### config.mk
export PLATFORM = sky130hd
export DESIGN_NAME = matmul_loader
export DESIGN_NICKNAME = d
export VERILOG_FILES = /design/src/rtl/matmul_pkg.sv /design/src/rtl/matmul_loader_byte_packer.sv /design/src/rtl/matmul_loader.sv
export SDC_FILE = /design/constraint.sdc
export NUM_CORES = 1
export LEC_CHECK = 0
export CAP_MARGIN = 30
export CORE_UTILIZATION = 53
export DETAILED_ROUTE_END_ITERATION = 6
export GPL_TIMING_DRIVEN = 0
export PLACE_DENSITY = 0.79
export RECOVER_POWER = 50
export SYNTH_ARGS = -nofsm -noshare
export SYNTH_HDL_FRONTEND = slang
export SYNTH_SLANG_ARGS = --single-unit
### constraint.sdc
create_clock -name clk -period 3.62 [get_ports clk]
set_clock_uncertainty 0.15 [all_clocks]
set_input_delay 0.362 -clock clk [delete_from_list [all_inputs] [get_ports clk]]
set_output_delay 0.362 -clock clk [all_outputs]
set_load 0.03 [all_outputs]
### src/rtl/matmul_pkg.sv
// rtl/matmul_pkg.sv - shared matmul sizes, loader state enum and memory selects
package matmul_pkg;

  localparam int P           = 8;
  localparam int A_WORDS     = P * P / 4;
  localparam int B_WORDS     = P / 4;
  localparam int FRAME_BYTES = P * P + P;
  localparam int CNT_W       = $clog2(FRAME_BYTES);

  localparam logic MEM_A = 1'b0;
  localparam logic MEM_B = 1'b1;

  typedef enum logic [2:0] {
    IDLE,
    LOAD_A,
    LOAD_B,
    START,
    WAIT,
    FLUSH
  } state_t;

endpackage

### src/rtl/matmul_loader_byte_packer.sv
// rtl/matmul_loader_byte_packer.sv - little-endian byte to 32-bit word packer
module byte_packer (
  input  logic        clk,
  input  logic        resetn,
  input  logic        en,
  input  logic        clr,
  input  logic [7:0]  data,
  output logic [31:0] word,
  output logic        word_valid
);

  logic [1:0]  lane;
  logic [23:0] low;

  // Collect three low bytes, then publish the full word with a one-cycle strobe.
  always_ff @(posedge clk or negedge resetn) begin
    if (!resetn) begin
      lane       <= 2'd0;
      low        <= 24'd0;
      word       <= 32'd0;
      word_valid <= 1'b0;
    end else begin
      word_valid <= 1'b0;
      if (clr) begin
        lane <= 2'd0;
      end else if (en) begin
        lane <= lane + 2'd1;
        case (lane)
          2'd0:    low[7:0]   <= data;
          2'd1:    low[15:8]  <= data;
          2'd2:    low[23:16] <= data;
          default: begin
            word       <= {data, low};
            word_valid <= 1'b1;
          end
        endcase
      end
    end
  end

endmodule

### src/rtl/matmul_loader.sv
// rtl/matmul_loader.sv - operand frame loader writing matmul A/B memories
module matmul_loader
  import matmul_pkg::*;
#(
  parameter int ADDR_W = 6
) (
  input  logic              clk,
  input  logic              resetn,
  input  logic              s_valid,
  output logic              s_ready,
  input  logic [7:0]        s_data,
  input  logic              s_last,
  output logic              mem_we,
  output logic              mem_sel,
  output logic [ADDR_W-1:0] mem_addr,
  output logic [31:0]       mem_wdata,
  output logic              start,
  input  logic              mm_done,
  output logic              busy,
  output logic              err
);

  state_t             state_q, state_d;
  logic [CNT_W-1:0]   byte_cnt;
  logic [CNT_W-1:0]   idx;
  logic [ADDR_W-1:0]  wr_addr;
  logic               acc, loading, is_final, early_last, take, word_done, missing_last;

  // The byte accepted in IDLE is always byte 0 of a new frame.
  assign acc          = s_valid && s_ready;
  assign loading      = state_q inside {IDLE, LOAD_A, LOAD_B};
  assign idx          = (state_q == IDLE) ? '0 : byte_cnt;
  assign is_final     = (idx == CNT_W'(FRAME_BYTES - 1));
  assign early_last   = acc && loading && s_last && !is_final;
  assign take         = acc && loading && !early_last;
  assign word_done    = take && (idx[1:0] == 2'b11);
  assign missing_last = take && is_final && !s_last;
  assign busy         = (state_q != IDLE);

  byte_packer u_packer (
    .clk        (clk),
    .resetn     (resetn),
    .en         (take),
    .clr        (early_last),
    .data       (s_data),
    .word       (mem_wdata),
    .word_valid (mem_we)
  );

  // Next-state and ready; START holds two cycles so the registered start pulse lands inside it.
  always_comb begin
    state_d = state_q;
    s_ready = 1'b1;
    case (state_q)
      IDLE:   if (take) state_d = LOAD_A;
      LOAD_A: begin
        if (early_last) state_d = IDLE;
        else if (take && idx == CNT_W'(P * P - 1)) state_d = LOAD_B;
      end
      LOAD_B: begin
        if (early_last) state_d = IDLE;
        else if (take && is_final) state_d = s_last ? START : FLUSH;
      end
      START: begin
        s_ready = 1'b0;
        if (start) state_d = WAIT;
      end
      WAIT: begin
        s_ready = 1'b0;
        if (mm_done) state_d = IDLE;
      end
      FLUSH:  if (acc && s_last) state_d = IDLE;
      default: state_d = IDLE;
    endcase
  end

  // State, byte/word counters, write address/select, start pulse and sticky error.
  always_ff @(posedge clk or negedge resetn) begin
    if (!resetn) begin
      state_q  <= IDLE;
      byte_cnt <= '0;
      wr_addr  <= '0;
      mem_sel  <= MEM_A;
      mem_addr <= '0;
      start    <= 1'b0;
      err      <= 1'b0;
    end else begin
      state_q <= state_d;
      start   <= (state_q == START) && !start;

      if (early_last) begin
        byte_cnt <= '0;
        wr_addr  <= '0;
      end else if (take) begin
        byte_cnt <= is_final ? '0 : idx + CNT_W'(1);
      end

      if (word_done) begin
        mem_sel  <= (state_q == LOAD_B) ? MEM_B : MEM_A;
        mem_addr <= wr_addr;
        if ((state_q == LOAD_A && wr_addr == ADDR_W'(A_WORDS - 1)) ||
            (state_q == LOAD_B && wr_addr == ADDR_W'(B_WORDS - 1)))
          wr_addr <= '0;
        else
          wr_addr <= wr_addr + ADDR_W'(1);
      end

      if (early_last || missing_last) err <= 1'b1;
      else if (acc && state_q == IDLE) err <= 1'b0;
    end
  end

endmodule

==> impl_metrics.ini <==
[synth]
yosysWarnings = 0
syn_area_mm2 = 0.00369
async_flop_share_pct = 100
synth_common_cells = dfrtp_1 (84), mux2_2 (62), nand2_1 (18)
syn_nets = 304
synth-seq-area-share_pct = 56.9
synth_edf_count = 0
yosys.area.top_type = dfrtp_1
synthCells = 284
synth_seq_cells = 84
synth.top_cell.area_share_pct = 56.9
synth.area.top_cells = dfrtp_1 (57%), mux2_2 (19%), ha_1 (2.4%)
syn-mean-instance-area_um2 = 13.0
yosys.cell_types.count = 50
ys.flop_type = dfrtp_1
synth.most_common_cell = dfrtp_1

[timing]
fin_crit_sh_pct = 89.0
rsz0062_at_grt = false
report.final.slew_viol_count = 27
fmax_mhz = 310
worst_slew_pin_slew_ns = 1.54
hold_viol = 0
finalSetupViolCount = 0
fin_tns_setup_ns = 0
min_period_ns = 3.22
slew_headroom_pct = -2.41

[detailed_routing]
routed_wl_um = 6940
drt_pass1_iterations = 4
vias_per_cell = 5.57
post-route-drc-count = 0
drt_iter0_markers = 84
ant_nets = 0
vias = 2436
routedWlPerCell_um = 15.9

[cts]
clockBufferDepth = 2
cts_tree = done
cts_root_buf = clkbuf_8
clock_latency_ns = 0.35
cts.clk_slew.worst_paths_ns = 0.08
htreeDepth = 3
cts_sinks = 84
post_cts.repair.setup_buffers = 0
cts_made_buffers = 9

[global_route]
grt_pass1_wl_um = 11600
grt_util_all_layers_pct = 20.8
antenna_found_initial = 0
grt_pass1_vias = 2323
grt_overflow_total = 0
grt_max_degree = 59

[layout]
drive_gt1_share_pct = 28.0
instances_no_fill = 437
diodes = 0
nNetsFinal = 373
num-fill-cells = 522
area_growth_pct = 24.3

[power_and_ir_drop]
seqPwrFrac_pct = 43.2
powerDensity_mw_per_mm2 = 702
p_comb_share_pct = 36.0
p_sw_mw = 1.09
irDropWorstVdd_mv = 0.285
finalPower_mw = 3.22
p_leak_nw = 2.15
p_int_mw = 2.13
p_sw_share_pct = 34.0
clockPowerShare_pct = 20.8

[critical_path]
start_kind = register
slowest_delay_ns = 0.41
end_kind = register
cp_top_family = compound AO/OA/AOI/OAI gates
critPathBufInv = 3
crit_type = register to register
worst_path_max_delay_cell = dfrtp_1
path_common_cell = and2_1
crit_required_ns = 3.70
cp_max_fo = 10
arrival_ns = 3.30
crit_chain = clkbuf_1, nor3_2, inv_1, and2_1, ha_1, buf_2, and2_1, a2111oi_1, a311o_1, a2111oi_2, a211o_1

[placement]
routabilityCongestion = 0.884
io_buffer_count = 56
dp_hpwl_um = 4820
placedCellCount = 421

[floorplan]
die_h_um = 85.5
rows = 30
die_w_um = 85.5
io_pins = 57
die_area_mm2 = 0.00730
start_util_pct = 54.6
core-area_mm2 = 0.00676

[run_status]
violations = capacitance limit, slew limit
outcome = finished, violations left

[flow_run]
max_cap_viol_count = 1

[min_path]
worstHoldPathType = register to register
[cell usage in the layout (no fill, tap or decap), types with 2 or more instances in the layout]
cell type / Yosys / layout
nand2_4: 3 / 3
clkinv_2: 0 / 2
nand2_1: 18 / 18
nor2b_1: 3 / 3
clkbuf_8: 0 / 11
mux2i_1: 2 / 2
buf_2: 8 / 8
a21oi_1: 4 / 4
buf_4: 2 / 2
and2_1: 2 / 2
clkbuf_1: 0 / 2
a31oi_1: 3 / 3
nand4_1: 3 / 3
nand2b_1: 3 / 3
a2111oi_0: 3 / 3
ha_1: 7 / 7
dlygate4sd3_1: 0 / 22
nor2_1: 5 / 5
nand3_1: 6 / 6
o211ai_1: 3 / 3
dfrtp_1: 84 / 84
mux2_2: 62 / 62
o21ai_0: 12 / 12
inv_1: 12 / 12
nor3_1: 6 / 5
a22o_1: 3 / 3
and3_1: 2 / 2
xnor2_1: 2 / 2
clkdlybuf4s50_1: 0 / 34
[state kept, by name, indices dropped and copies added, names as in the netlist, 2 cells and up]
register,cells
u_packer.word,32
u_packer.low,24
byte_cnt,7
mem_addr,6
wr_addr,6
state_q,3
u_packer.lane,2
[logic make-up after synthesis]
kind of cell	share of synthesized area, %
AND/OR/NAND/NOR	9.35
buffers and inverters	3.12
AO/OA/AOI/OAI	8.07
flip-flops	56.9
XOR/XNOR	0.712
adder cells (fa/ha/maj)	2.37
multiplexers	19.5
[through the flow]
stage / hold slack, ns / util (%) / cell area [µm²] / worst slack [ns]
final: 0.337 / 67.9 / 4590 / 0.399
after global routing: 0.362 / 67.9 / 4590 / 0.0924
after CTS: 0.327 / 67.9 / 4590 / 0.193
after detailed placement: 0.158 / 64.8 / 4380 / 0.208
after global placement: 0.321 / 64.4 / 4350 / -0.858
after floorplan: -0.0836 / - / 3690 / 0.464
[path summary, 6_finish.rpt]
kind / startpoint / end / slack, ns / cells past startpoint
setup reg to reg: state_q[2] / state_q[0] / 0.40 / 11
max in group asynchronous: resetn / u_packer.word[13] / 1.59 / 3
hold reg to reg: mem_addr[1] / mem_addr[1] / 0.34 / 2
setup / recovery: state_q[2] / state_q[0] / 0.40 / 11
hold / removal: mem_addr[1] / mem_addr[1] / 0.34 / 2
min in group asynchronous: resetn / u_packer.word[11] / 0.77 / 2
[tightest hold or removal path: stages (launching register included)]
cell and delay (ns):
dfrtp_1 0.34, nand2_1 0.05, o21ai_0 0.06
[area by class of cell]
type	count	area, µm²	area share (%)
inverters	12	45.0	0.981
plain buffers	12	70.1	1.53
well taps	80	100	2.18
repair buffers	58	592	12.9
clock buffers	11	151	3.30
clock inverters	4	48.8	1.06
flip-flops and latches	84	2100	45.8
multi-input cells	176	1480	32.3
[per-layer routing]
layer / GRT usage, % / share of wire [%] / vias up
li1: - / - / 1165
met1: 27.1 / 46 / 1212
met2: 34.9 / 49 / 54
met3: 4.67 / 3.5 / 5
met4: 6.36 / 0.81 / 0
met5: 0 / 0 / -
[repair_timing]
item                                    CTS  global route
hold buffers                              1             0
hold endpoints to repair                 26             0
endpoints found under the setup margin    0             2
gates resized for setup                   0             1
[power by group through the flow]
stage	Clock, mW	Combinational, mW	Sequential [mW]
final	0.670	1.16	1.39
after global routing	0.729	1.23	1.43
after CTS	0.686	1.20	1.40
after detailed placement	0	1.19	1.41
after global placement	0	1.16	1.40
after floorplan	0	0.391	1.72
(Power assumes the default switching activity.)
